==> config.mk <==
export PLATFORM = sky130hd
export DESIGN_NAME = ex_mem_stage_flat
export DESIGN_NICKNAME = d
export VERILOG_FILES = /design/src/rtl/ex_mem_if.sv /design/src/rtl/ex_mem_stage.sv /design/src/flat_wrapper.sv
export SDC_FILE = /design/constraint.sdc
export NUM_CORES = 2
export LEC_CHECK = 0
export ABC_AREA = 1
export CORE_UTILIZATION = 59
export CTS_BUF_LIST = sky130_fd_sc_hd__clkbuf_8
export DETAILED_ROUTE_END_ITERATION = 8
export PLACE_DENSITY = 0.75
export SETUP_SLACK_MARGIN = 0.4
export SYNTH_ARGS = -nofsm -noshare
export SYNTH_HDL_FRONTEND = slang
export SYNTH_SLANG_ARGS = --single-unit
==> constraint.sdc <==
create_clock -name clk -period 6 [get_ports clk]
set_input_delay 1.2 -clock clk [delete_from_list [all_inputs] [get_ports clk]]
set_output_delay 1.2 -clock clk [all_outputs]
set_load 0.02 [all_outputs]
==> src/rtl/ex_mem_if.sv <==
// EX-side inputs and MEM-side outputs of the execute/memory slice.
// The stage itself uses the slave view; the upstream ID/EX and downstream MEM/WB logic use the master view.
interface ex_mem_if;
    logic [7:0]  ex_data_1;
    logic [7:0]  ex_data_2;
    logic [7:0]  ex_imm;
    logic [2:0]  ex_dest;
    logic [11:0] ex_new_pc;
    logic        ex_is_shift;
    logic        ex_alu_src;
    logic        ex_update_z_c;
    logic [1:0]  ex_scode;
    logic [2:0]  ex_acode;
    logic        ex_mem_write;
    logic [1:0]  ex_pc_src;
    logic        ex_mem_or_alu;
    logic        ex_reg_write;

    logic        zero;
    logic        carry;
    logic [11:0] mem_branch_pc;
    logic [7:0]  mem_alu_result;
    logic [7:0]  mem_store_data;
    logic [2:0]  mem_dest;
    logic [1:0]  mem_pc_src;
    logic        mem_mem_write;
    logic        mem_mem_or_alu;
    logic        mem_reg_write;
    logic [7:0]  mem_read_data;

    modport slave (
        input  ex_data_1, ex_data_2, ex_imm, ex_dest, ex_new_pc,
               ex_is_shift, ex_alu_src, ex_update_z_c, ex_scode, ex_acode,
               ex_mem_write, ex_pc_src, ex_mem_or_alu, ex_reg_write,
        output zero, carry, mem_branch_pc, mem_alu_result, mem_store_data,
               mem_dest, mem_pc_src, mem_mem_write, mem_mem_or_alu,
               mem_reg_write, mem_read_data
    );

    modport master (
        output ex_data_1, ex_data_2, ex_imm, ex_dest, ex_new_pc,
               ex_is_shift, ex_alu_src, ex_update_z_c, ex_scode, ex_acode,
               ex_mem_write, ex_pc_src, ex_mem_or_alu, ex_reg_write,
        input  zero, carry, mem_branch_pc, mem_alu_result, mem_store_data,
               mem_dest, mem_pc_src, mem_mem_write, mem_mem_or_alu,
               mem_reg_write, mem_read_data
    );
endinterface

==> src/rtl/ex_mem_stage.sv <==
// Execute + memory slice of the 8-bit pipeline: ALU with Z/C flags, branch adder,
// EX/MEM pipeline register and a 256x8 data memory with combinational read.
module ex_mem_stage (
    input  logic     clk,
    input  logic     rst,
    ex_mem_if.slave  bus
);

    typedef enum logic [2:0] {
        ACODE_ADD  = 3'b000,
        ACODE_ADC  = 3'b001,
        ACODE_SUB  = 3'b010,
        ACODE_SBC  = 3'b011,
        ACODE_AND  = 3'b100,
        ACODE_OR   = 3'b101,
        ACODE_XOR  = 3'b110,
        ACODE_PASS = 3'b111
    } acode_e;

    typedef enum logic [1:0] {
        SCODE_SHL = 2'b00,
        SCODE_SHR = 2'b01,
        SCODE_ROL = 2'b10,
        SCODE_ROR = 2'b11
    } scode_e;

    // Pipeline and flag state.
    logic        zero_q,        zero_d;
    logic        carry_q,       carry_d;
    logic [11:0] branch_pc_q,   branch_pc_d;
    logic [7:0]  alu_result_q,  alu_result_d;
    logic [7:0]  store_data_q,  store_data_d;
    logic [2:0]  dest_q,        dest_d;
    logic [1:0]  pc_src_q,      pc_src_d;
    logic        mem_write_q,   mem_write_d;
    logic        mem_or_alu_q,  mem_or_alu_d;
    logic        reg_write_q,   reg_write_d;

    logic [7:0]  mem_q [256];

    // Combinational datapath.
    logic [7:0]  operand_a;
    logic [7:0]  operand_b;
    logic [2:0]  shamt;
    logic [7:0]  alu_result;
    logic        alu_carry;
    logic [8:0]  arith_wide;
    logic [8:0]  shl_wide;
    logic [8:0]  shr_wide;
    logic [7:0]  rol_result;
    logic [7:0]  ror_result;
    logic [11:0] branch_target;

    assign operand_a = bus.ex_data_1;

    // Immediate wins over the shift-amount field when both selects are set.
    assign operand_b = bus.ex_alu_src  ? bus.ex_imm :
                       bus.ex_is_shift ? {5'b0, bus.ex_imm[7:5]} :
                                         bus.ex_data_2;

    assign shamt = operand_b[2:0];

    assign branch_target = bus.ex_new_pc + {{4{bus.ex_imm[7]}}, bus.ex_imm};

    always_comb begin
        // NOTE: every signal gets a default before the case logic so no path leaves a latch behind.
        alu_result = 8'h00;
        alu_carry  = 1'b0;
        arith_wide = 9'h000;
        shl_wide   = {1'b0, operand_a} << shamt;
        shr_wide   = {operand_a, 1'b0} >> shamt;
        rol_result = (operand_a << shamt) | (operand_a >> (4'd8 - {1'b0, shamt}));
        ror_result = (operand_a >> shamt) | (operand_a << (4'd8 - {1'b0, shamt}));

        if (bus.ex_is_shift) begin
            unique case (scode_e'(bus.ex_scode))
                SCODE_SHL: begin
                    alu_result = shl_wide[7:0];
                    alu_carry  = shl_wide[8];
                end
                SCODE_SHR: begin
                    alu_result = shr_wide[8:1];
                    alu_carry  = shr_wide[0];
                end
                SCODE_ROL: begin
                    alu_result = rol_result;
                    alu_carry  = rol_result[0];
                end
                SCODE_ROR: begin
                    alu_result = ror_result;
                    alu_carry  = ror_result[7];
                end
                default: ;
            endcase
            if (shamt == 3'd0) begin
                alu_result = operand_a;
                alu_carry  = 1'b0;
            end
        end else begin
            // Subtractions keep bit 8 of the 9-bit difference as the borrow.
            unique case (acode_e'(bus.ex_acode))
                ACODE_ADD: arith_wide = {1'b0, operand_a} + {1'b0, operand_b};
                ACODE_ADC: arith_wide = {1'b0, operand_a} + {1'b0, operand_b} + {8'h00, carry_q};
                ACODE_SUB: arith_wide = {1'b0, operand_a} - {1'b0, operand_b};
                ACODE_SBC: arith_wide = {1'b0, operand_a} - {1'b0, operand_b} - {8'h00, carry_q};
                ACODE_AND: arith_wide = {1'b0, operand_a & operand_b};
                ACODE_OR:  arith_wide = {1'b0, operand_a | operand_b};
                ACODE_XOR: arith_wide = {1'b0, operand_a ^ operand_b};
                ACODE_PASS: arith_wide = {1'b0, operand_b};
                default: ;
            endcase
            alu_result = arith_wide[7:0];
            alu_carry  = arith_wide[8];
        end
    end

    always_comb begin
        zero_d       = zero_q;
        carry_d      = carry_q;
        if (bus.ex_update_z_c) begin
            zero_d  = (alu_result == 8'h00);
            carry_d = alu_carry;
        end
        branch_pc_d  = branch_target;
        alu_result_d = alu_result;
        store_data_d = bus.ex_data_2;
        dest_d       = bus.ex_dest;
        pc_src_d     = bus.ex_pc_src;
        mem_write_d  = bus.ex_mem_write;
        mem_or_alu_d = bus.ex_mem_or_alu;
        reg_write_d  = bus.ex_reg_write;
    end

    always_ff @(posedge clk) begin
        // NOTE: sequential state uses non-blocking assignments so every flop samples pre-edge values.
        if (rst) begin
            zero_q       <= 1'b0;
            carry_q      <= 1'b0;
            branch_pc_q  <= 12'h000;
            alu_result_q <= 8'h00;
            store_data_q <= 8'h00;
            dest_q       <= 3'd0;
            pc_src_q     <= 2'd0;
            mem_write_q  <= 1'b0;
            mem_or_alu_q <= 1'b0;
            reg_write_q  <= 1'b0;
        end else begin
            zero_q       <= zero_d;
            carry_q      <= carry_d;
            branch_pc_q  <= branch_pc_d;
            alu_result_q <= alu_result_d;
            store_data_q <= store_data_d;
            dest_q       <= dest_d;
            pc_src_q     <= pc_src_d;
            mem_write_q  <= mem_write_d;
            mem_or_alu_q <= mem_or_alu_d;
            reg_write_q  <= reg_write_d;
        end
    end

    // NOTE: the memory must read as zero after reset, so it is built from resettable flops rather than a RAM macro.
    always_ff @(posedge clk) begin
        if (rst) begin
            for (int i = 0; i < 256; i++) begin
                mem_q[i] <= 8'h00;
            end
        end else if (mem_write_q) begin
            mem_q[alu_result_q] <= store_data_q;
        end
    end

    assign bus.zero           = zero_q;
    assign bus.carry          = carry_q;
    assign bus.mem_branch_pc  = branch_pc_q;
    assign bus.mem_alu_result = alu_result_q;
    assign bus.mem_store_data = store_data_q;
    assign bus.mem_dest       = dest_q;
    assign bus.mem_pc_src     = pc_src_q;
    assign bus.mem_mem_write  = mem_write_q;
    assign bus.mem_mem_or_alu = mem_or_alu_q;
    assign bus.mem_reg_write  = reg_write_q;
    assign bus.mem_read_data  = mem_q[alu_result_q];

endmodule

==> src/flat_wrapper.sv <==
// flat-port wrapper written by rule: the top's interface ports become plain ports
module ex_mem_stage_flat 
  (clk, rst, bus_ex_data_1, bus_ex_data_2, bus_ex_imm, bus_ex_dest, bus_ex_new_pc, bus_ex_is_shift, bus_ex_alu_src, bus_ex_update_z_c, bus_ex_scode, bus_ex_acode, bus_ex_mem_write, bus_ex_pc_src, bus_ex_mem_or_alu, bus_ex_reg_write, bus_zero, bus_carry, bus_mem_branch_pc, bus_mem_alu_result, bus_mem_store_data, bus_mem_dest, bus_mem_pc_src, bus_mem_mem_write, bus_mem_mem_or_alu, bus_mem_reg_write, bus_mem_read_data);
  ex_mem_if bus_i ();
  input  logic clk;
  input  logic rst;
  input wire logic [$bits(bus_i.ex_data_1)-1:0] bus_ex_data_1;
  input wire logic [$bits(bus_i.ex_data_2)-1:0] bus_ex_data_2;
  input wire logic [$bits(bus_i.ex_imm)-1:0] bus_ex_imm;
  input wire logic [$bits(bus_i.ex_dest)-1:0] bus_ex_dest;
  input wire logic [$bits(bus_i.ex_new_pc)-1:0] bus_ex_new_pc;
  input wire logic [$bits(bus_i.ex_is_shift)-1:0] bus_ex_is_shift;
  input wire logic [$bits(bus_i.ex_alu_src)-1:0] bus_ex_alu_src;
  input wire logic [$bits(bus_i.ex_update_z_c)-1:0] bus_ex_update_z_c;
  input wire logic [$bits(bus_i.ex_scode)-1:0] bus_ex_scode;
  input wire logic [$bits(bus_i.ex_acode)-1:0] bus_ex_acode;
  input wire logic [$bits(bus_i.ex_mem_write)-1:0] bus_ex_mem_write;
  input wire logic [$bits(bus_i.ex_pc_src)-1:0] bus_ex_pc_src;
  input wire logic [$bits(bus_i.ex_mem_or_alu)-1:0] bus_ex_mem_or_alu;
  input wire logic [$bits(bus_i.ex_reg_write)-1:0] bus_ex_reg_write;
  output wire logic [$bits(bus_i.zero)-1:0] bus_zero;
  output wire logic [$bits(bus_i.carry)-1:0] bus_carry;
  output wire logic [$bits(bus_i.mem_branch_pc)-1:0] bus_mem_branch_pc;
  output wire logic [$bits(bus_i.mem_alu_result)-1:0] bus_mem_alu_result;
  output wire logic [$bits(bus_i.mem_store_data)-1:0] bus_mem_store_data;
  output wire logic [$bits(bus_i.mem_dest)-1:0] bus_mem_dest;
  output wire logic [$bits(bus_i.mem_pc_src)-1:0] bus_mem_pc_src;
  output wire logic [$bits(bus_i.mem_mem_write)-1:0] bus_mem_mem_write;
  output wire logic [$bits(bus_i.mem_mem_or_alu)-1:0] bus_mem_mem_or_alu;
  output wire logic [$bits(bus_i.mem_reg_write)-1:0] bus_mem_reg_write;
  output wire logic [$bits(bus_i.mem_read_data)-1:0] bus_mem_read_data;
  assign bus_i.ex_data_1 = bus_ex_data_1;
  assign bus_i.ex_data_2 = bus_ex_data_2;
  assign bus_i.ex_imm = bus_ex_imm;
  assign bus_i.ex_dest = bus_ex_dest;
  assign bus_i.ex_new_pc = bus_ex_new_pc;
  assign bus_i.ex_is_shift = bus_ex_is_shift;
  assign bus_i.ex_alu_src = bus_ex_alu_src;
  assign bus_i.ex_update_z_c = bus_ex_update_z_c;
  assign bus_i.ex_scode = bus_ex_scode;
  assign bus_i.ex_acode = bus_ex_acode;
  assign bus_i.ex_mem_write = bus_ex_mem_write;
  assign bus_i.ex_pc_src = bus_ex_pc_src;
  assign bus_i.ex_mem_or_alu = bus_ex_mem_or_alu;
  assign bus_i.ex_reg_write = bus_ex_reg_write;
  assign bus_zero = bus_i.zero;
  assign bus_carry = bus_i.carry;
  assign bus_mem_branch_pc = bus_i.mem_branch_pc;
  assign bus_mem_alu_result = bus_i.mem_alu_result;
  assign bus_mem_store_data = bus_i.mem_store_data;
  assign bus_mem_dest = bus_i.mem_dest;
  assign bus_mem_pc_src = bus_i.mem_pc_src;
  assign bus_mem_mem_write = bus_i.mem_mem_write;
  assign bus_mem_mem_or_alu = bus_i.mem_mem_or_alu;
  assign bus_mem_reg_write = bus_i.mem_reg_write;
  assign bus_mem_read_data = bus_i.mem_read_data;
  ex_mem_stage u_core (.clk(clk), .rst(rst), .bus(bus_i));
endmodule
# Yosys cells after proc, flatten, opt, wreduce, memory -nomap -nowiden
# Memories as Yosys holds them, arrays and structs flattened. A register that Yosys moved wholly into a read port is not among the register bits.
# Cells that the tools add are included.
# word_totals
output_inout_bits,46
word_cells,61
memories,1
ramBits,2048
inputBits,54
register_bits,38
# memory_table
memory,words,word_bits,rd,rd_ports_with_merged_regs,wr,line,rtl
u_core.mem_q,256,8,1,1,256,ex_mem_stage.sv:39,logic [7:0] mem_q [256];
# classes
eq_ne,10
bitwise_logic,5
reduce_logical,5
n_mux,18
shifts,6
addsub,6
# ops
operator,count
$pmux 9 s8,1
$mux 8,7
$pmux 8 s4,1
$or 8x8->8,3
$add 12x12->12,1
$eq 3x3->1 const B,4
$add 8x8->9,1
$add 9x1->9,1
$shl 8x3->9,1
$shr 9x3->9,1
$sub 8x8->9,1
$sub 9x1->9,1
$and 8x8->8,1
$logic_not 8->1,1
$mux 1,8
$reduce_or 8->1,1
$shl 8x3->8,1
$shl 8x4->8,1
$shr 8x3->8,1
$shr 8x4->8,1
$xor 8x8->8,1
$eq 3x2->1 const B,2
$logic_not 3->1,2
$eq 2x2->1 const B,2
5 further kinds,5

# Logic depth before layout (Yosys ltp)
# depth
depth_word,9
depth_mapped,25

# Worst setup path before layout
# Ideal clock, no wire load.
# synth_timing
kind,input to register
from,input bus_ex_is_shift
to,register u_core.zero_q (netlist: u_core.bus.zero)
path_stages,23
required_ps,5929
path_slack_ps,2188
t_arrival_ps,3742
path_cell_list,buf_4 > inv_2 > buf_6 > nand2_1 > nand3_1 > nand2_1 > ha_1 > inv_1 > fa_1 > inv_1 > ha_1 > inv_1 > nor2_1 > nand3_1 > nor2_1 > nand3_1 > nand3_1 > nand3b_1 > nand2_1 > nand2_1 > nor2_1 > nand4_1 > a21oi_1
# synth_via
elab_chain_cells,9
elab_cells_between_ends,24
# synth_lines
item,line,rtl
from (decl),flat_wrapper.sv:12,input wire logic [$bits(bus_i.ex_is_shift)-1:0] bus_ex_is_shift;
branches (longest 7 deep; another with $sub 8x8->9),-,
$mux 8 (*),ex_mem_stage.sv:75,if (bus.ex_is_shift) begin
$logic_not 8->1 (*),ex_mem_stage.sv:121,zero_d = (alu_result == 8'h00);
to (signal assigned),ex_mem_stage.sv:148,zero_q <= zero_d;
to (decl),ex_mem_stage.sv:28,"logic zero_q, zero_d;"
# Every way passes the cells marked *.
# A chain may end at the register's enable or synchronous reset.

==> summary.md <==
| Metric | Value |
|---|---|
| Outcome | finished, violations left |
| Failing checks | design-rule violations |
| Site Rows | roughly 140 |
| Hold Fails Final Rpt | 0 |
| Max Cap Viol | 0 |
| Switching Share | 27.3% |
| Vias | 68,036 |
| Post-Layout Cell Count | 10,338 |
| Worst reg-to-reg path cell count | 8 |
| Syn nets | just over 8,000 |
| Clock latency on the worst-skew pair | 1.07 ns |
| Post-Synthesis Cell Area | 90,800 um2 |
| EDFF count, synth | roughly 2,000 |
| Min cycle time layout | roughly 5.7 ns |
| Relative slew slack | between 10% and 20% |
| Count leader, synth | nor2_1 |
| Synth Warn # | 0 |
| Yosys reg bits | around 2,100 |
| CP required | roughly 4.8 ns |
| Crit path buffers/inverters | 4 |
| Worst reg2reg startpoint | u_core.bus.mem_alu_result[1]$_SDFF_PP0_ |
| HPWL after DPL | between 150 and 200 mm |
| Post-Place Cells | between 9,000 and 10,000 |
| Core Box Area | around 150,000 um2 |
| Power share of the sequential group | between 50% and 60% |
| Vias in the first global route | around 65,000 |
| Drt first-iter violations | between 10,000 and 15,000 |
| Gr ovfl total | 0 |
| Port buffer count | between 90 and 100 |
| Switching power | roughly 8.5 mW |
| Critical Path AT | between 4 and 5 ns |
| Slowest-stage cell, CP | nand4_1 |
| I/O pin cnt | 100 |
| Syn Inst Count | between 8,000 and 9,000 |
| Cell mode on critical path | nand2_1 |
| Clk sinks | 2,086 |
| DRC | 1 |
| Initial Util | between 50% and 60% |
| Delay-heaviest family, CP | simple AND/OR/NAND/NOR gates |
| Maximum number of pins on one net before global-route repair | about 160 |
| Vias per cell | about 6.6 |
| Final TNS setup | 0 ns |
| Main area contributors after synthesis | edfxtp_1 68%, nor2_1 9.0%, a22oi_1 8.6% |
| Final setup viols | 0 |
| Logic pwr share | around an eighth |
| P&R area growth vs syn | 10.5% |
| Post-synth top cells | 2,166 x nor2_1, 2,048 x edfxtp_1, 1,072 x nand2_1 |
| Die Y-Extent | slightly below 400 um |
| Maximum vdd drop | 0.000302 V |
| Hold Path Stages | 2 |
| Ys flop type | edfxtp_1 |
| Layout cell share with drive strength beyond 1 | between 8 and 9% |
| Pint | approximately 23 mW |
| Routed wire length | 279 mm |
| Unique masters post-synth | 57 |
| Worst hold path type | reg2reg |
| Asr flop ratio synth | 0% |
| CTS tree | yes |
| WHS Endpoint | u_core.bus.zero$_SDFFE_PP0P_ |
| Footprint of the multi-input gates | ~26,000 um2 |
| Worst-Margin Slew | about 1.3 ns |
| H-Tree Depth | 5 |
| CP Cell Sequence | nand2_8 -> inv_16 -> buf_16 -> buf_4 -> a22oi_1 -> nand2_1 -> nand2_1 -> nand2_1 -> nor3_2 -> nor2_1 -> a21oi_2 -> o221ai_2 -> nand2_2 -> nand4_1 -> buf_4 |
| Die ar. | about 160,000 um2 |
| Crit-path max FO | 48 |
| Initial antenna violation count | 12 |
| Share of the synthesized area in the top cell type | 67.7% |
| Seq/Total Area, Yosys | 68.6% |
| Clk root buf | clkbuf_8 |
| DIE WIDTH | just under 400 um |
| Final ANT Viol Nets | 0 |
| Fill cells | roughly 11,000 |
| Fin. max-slew vios | 0 |
| PD cells | a little over 300 nW/um2 |
| Register area | between 60,000 and 70,000 um2 |
| Skew final | 0.0824 ns |
| GPL Wtd Cong | between 0.9 and 1 |
| Fmax | ~0.18 GHz |
| Total CTS buffers | 337 |
| Setup slack, reg-to-reg | 2.27 ns |
| R2R Path End | u_core.mem_q[164][5]$_SDFFCE_PN0P_ |
| Fin nets | 8,185 |
| Gr usage total | between 30% and 40% |
| Mean Syn Cell Area | about 11 um2 |
| Wire per inst | about 27 um |
| Final period util | about 95% |
| Clock Path Buffers | 4 |
| Leakage power | between 30 and 40 nW |
| RSZ-0062 raised after global routing | true |
| Drt pass-1 iters | 9 |
| CP endpoint kind | output port |
| Global-route wire length before repair | between 400 and 500 mm |
| Clock power share | between 30% and 40% |
| Post-CTS Hold Buffers | 0 |
| Yosys top cell by area | edfxtp_1 |
| CP Launch Type | flop |
| CP peak stage delay | between 0.5 and 0.6 ns |
| Setup CP Type | reg2out |
| Hold_sp | u_core.bus.zero$_SDFFE_PP0P_ |
| Reg clk slew, reported paths | approximately 0.06 ns |
[cells by family (layout without fill, tap and decap cells)]
logic type,after synthesis,after routing,share of synthesized area [%]
buffers and inverters,758,1015,3.32
other,0,3,0
flip-flops,2086,2086,68.6
AND/OR/NAND/NOR,3545,3546,15.4
XOR/XNOR,5,5,0.0482
adder cells (fa/ha/maj),47,47,0.672
AO/OA/AOI/OAI,1606,1606,12.0
[how the worst max path moves through the flow]
stage                                         to                                    start  cells past startpoint  slack (ns)
floorplan           u_core.bus.zero$_SDFFE_PP0P_                          bus_ex_is_shift                     23        2.19
global placement            bus_mem_read_data[2]  u_core.bus.mem_alu_result[0]$_SDFF_PP0_                     13        0.29
detailed placement          bus_mem_read_data[6]  u_core.bus.mem_alu_result[0]$_SDFF_PP0_                     13        0.67
CTS                         bus_mem_read_data[7]  u_core.bus.mem_alu_result[0]$_SDFF_PP0_                     14        0.41
global route                bus_mem_read_data[5]  u_core.bus.mem_alu_result[1]$_SDFF_PP0_                     15        0.36
finish                      bus_mem_read_data[5]  u_core.bus.mem_alu_result[1]$_SDFF_PP0_                     15        0.32
[stage by stage]
stage	instance area [um2]	total power [mW]	hold slack [ns]	utilization, %	worst slack (ns)
final	100000	31.2	0.566	65.9	0.321
after detailed placement	94000	20.3	0.534	61.7	0.670
after global routing	100000	32.0	0.599	65.9	0.356
after floorplan	90800	18.7	0.540	-	2.19
after CTS	100000	31.0	0.561	65.8	0.412
after global placement	94000	20.2	0.525	61.7	0.291
[area by class of cell]
class	count	share of cell area, %
antenna	3	0.00748
clock buffer	346	4.74
clock inverter	214	0.966
inverter	162	0.738
multi-input combinational	5204	26.0
sequential	2086	62.0
tap	2030	2.53
timing repair buffer	291	3.00
timing repair inverter	2	0.0175
[registers in the layout (all words and copies together), names as in the netlist, 2 cells and up]
signal and count:
u_core.bus.mem_branch_pc 12, u_core.bus.mem_dest 3, u_core.mem_q 2048, u_core.bus.mem_pc_src 2
u_core.bus.mem_store_data 8, u_core.bus.mem_alu_result 8
[layer usage]
layer	track usage (%)	part of all wire, %	vias up
met5	0	0.066	-
met4	17.8	5.2	22
met3	10.3	15	854
met2	52.6	45	5506
met1	47.4	35	32583
li1	-	-	29071
[layout by cell type (no fill, tap or decap), types with 45 or more instances in the layout]
| master | count |
|---|---|
| a22oi_1 | 1029 |
| o21ai_0 | 47 |
| clkbuf_8 | 346 |
| inv_1 | 256 |
| nand4_1 | 45 |
| clkinv_1 | 57 |
| nand3_1 | 126 |
| a21oi_1 | 413 |
| nor2_1 | 2153 |
| buf_4 | 148 |
| nand2_1 | 1066 |
| clkdlybuf4s50_1 | 91 |
| edfxtp_1 | 2048 |
[repair_timing]
| action | 4_1_cts | 5_1_grt |
|---|---|---|
| pin swaps | 10 | 15 |
| endpoints found under the setup margin | 8 | 8 |
| buffers inserted | 6 | 5 |
| gates resized for setup | 79 | 26 |
| cloned | 4 | 2 |
[power by group through the flow]
stage               Sequential (mW)  Combinational [mW]  Clock, mW
global placement               16.8                3.47          0
global route                   16.5                3.90       11.6
floorplan                      16.7                1.97          0
CTS                            16.5                3.58       11.0
finish                         16.5                3.77       11.0
detailed placement             16.8                3.50          0
[worst register-to-register path: cells and delay by family (launching register included)]
kind                   cells  cell delay (ns)
buffers and inverters      4             1.14
DFF                        1             0.42
and+or+nand+nor            4             1.81
Power figures use the tool's default switching activity.
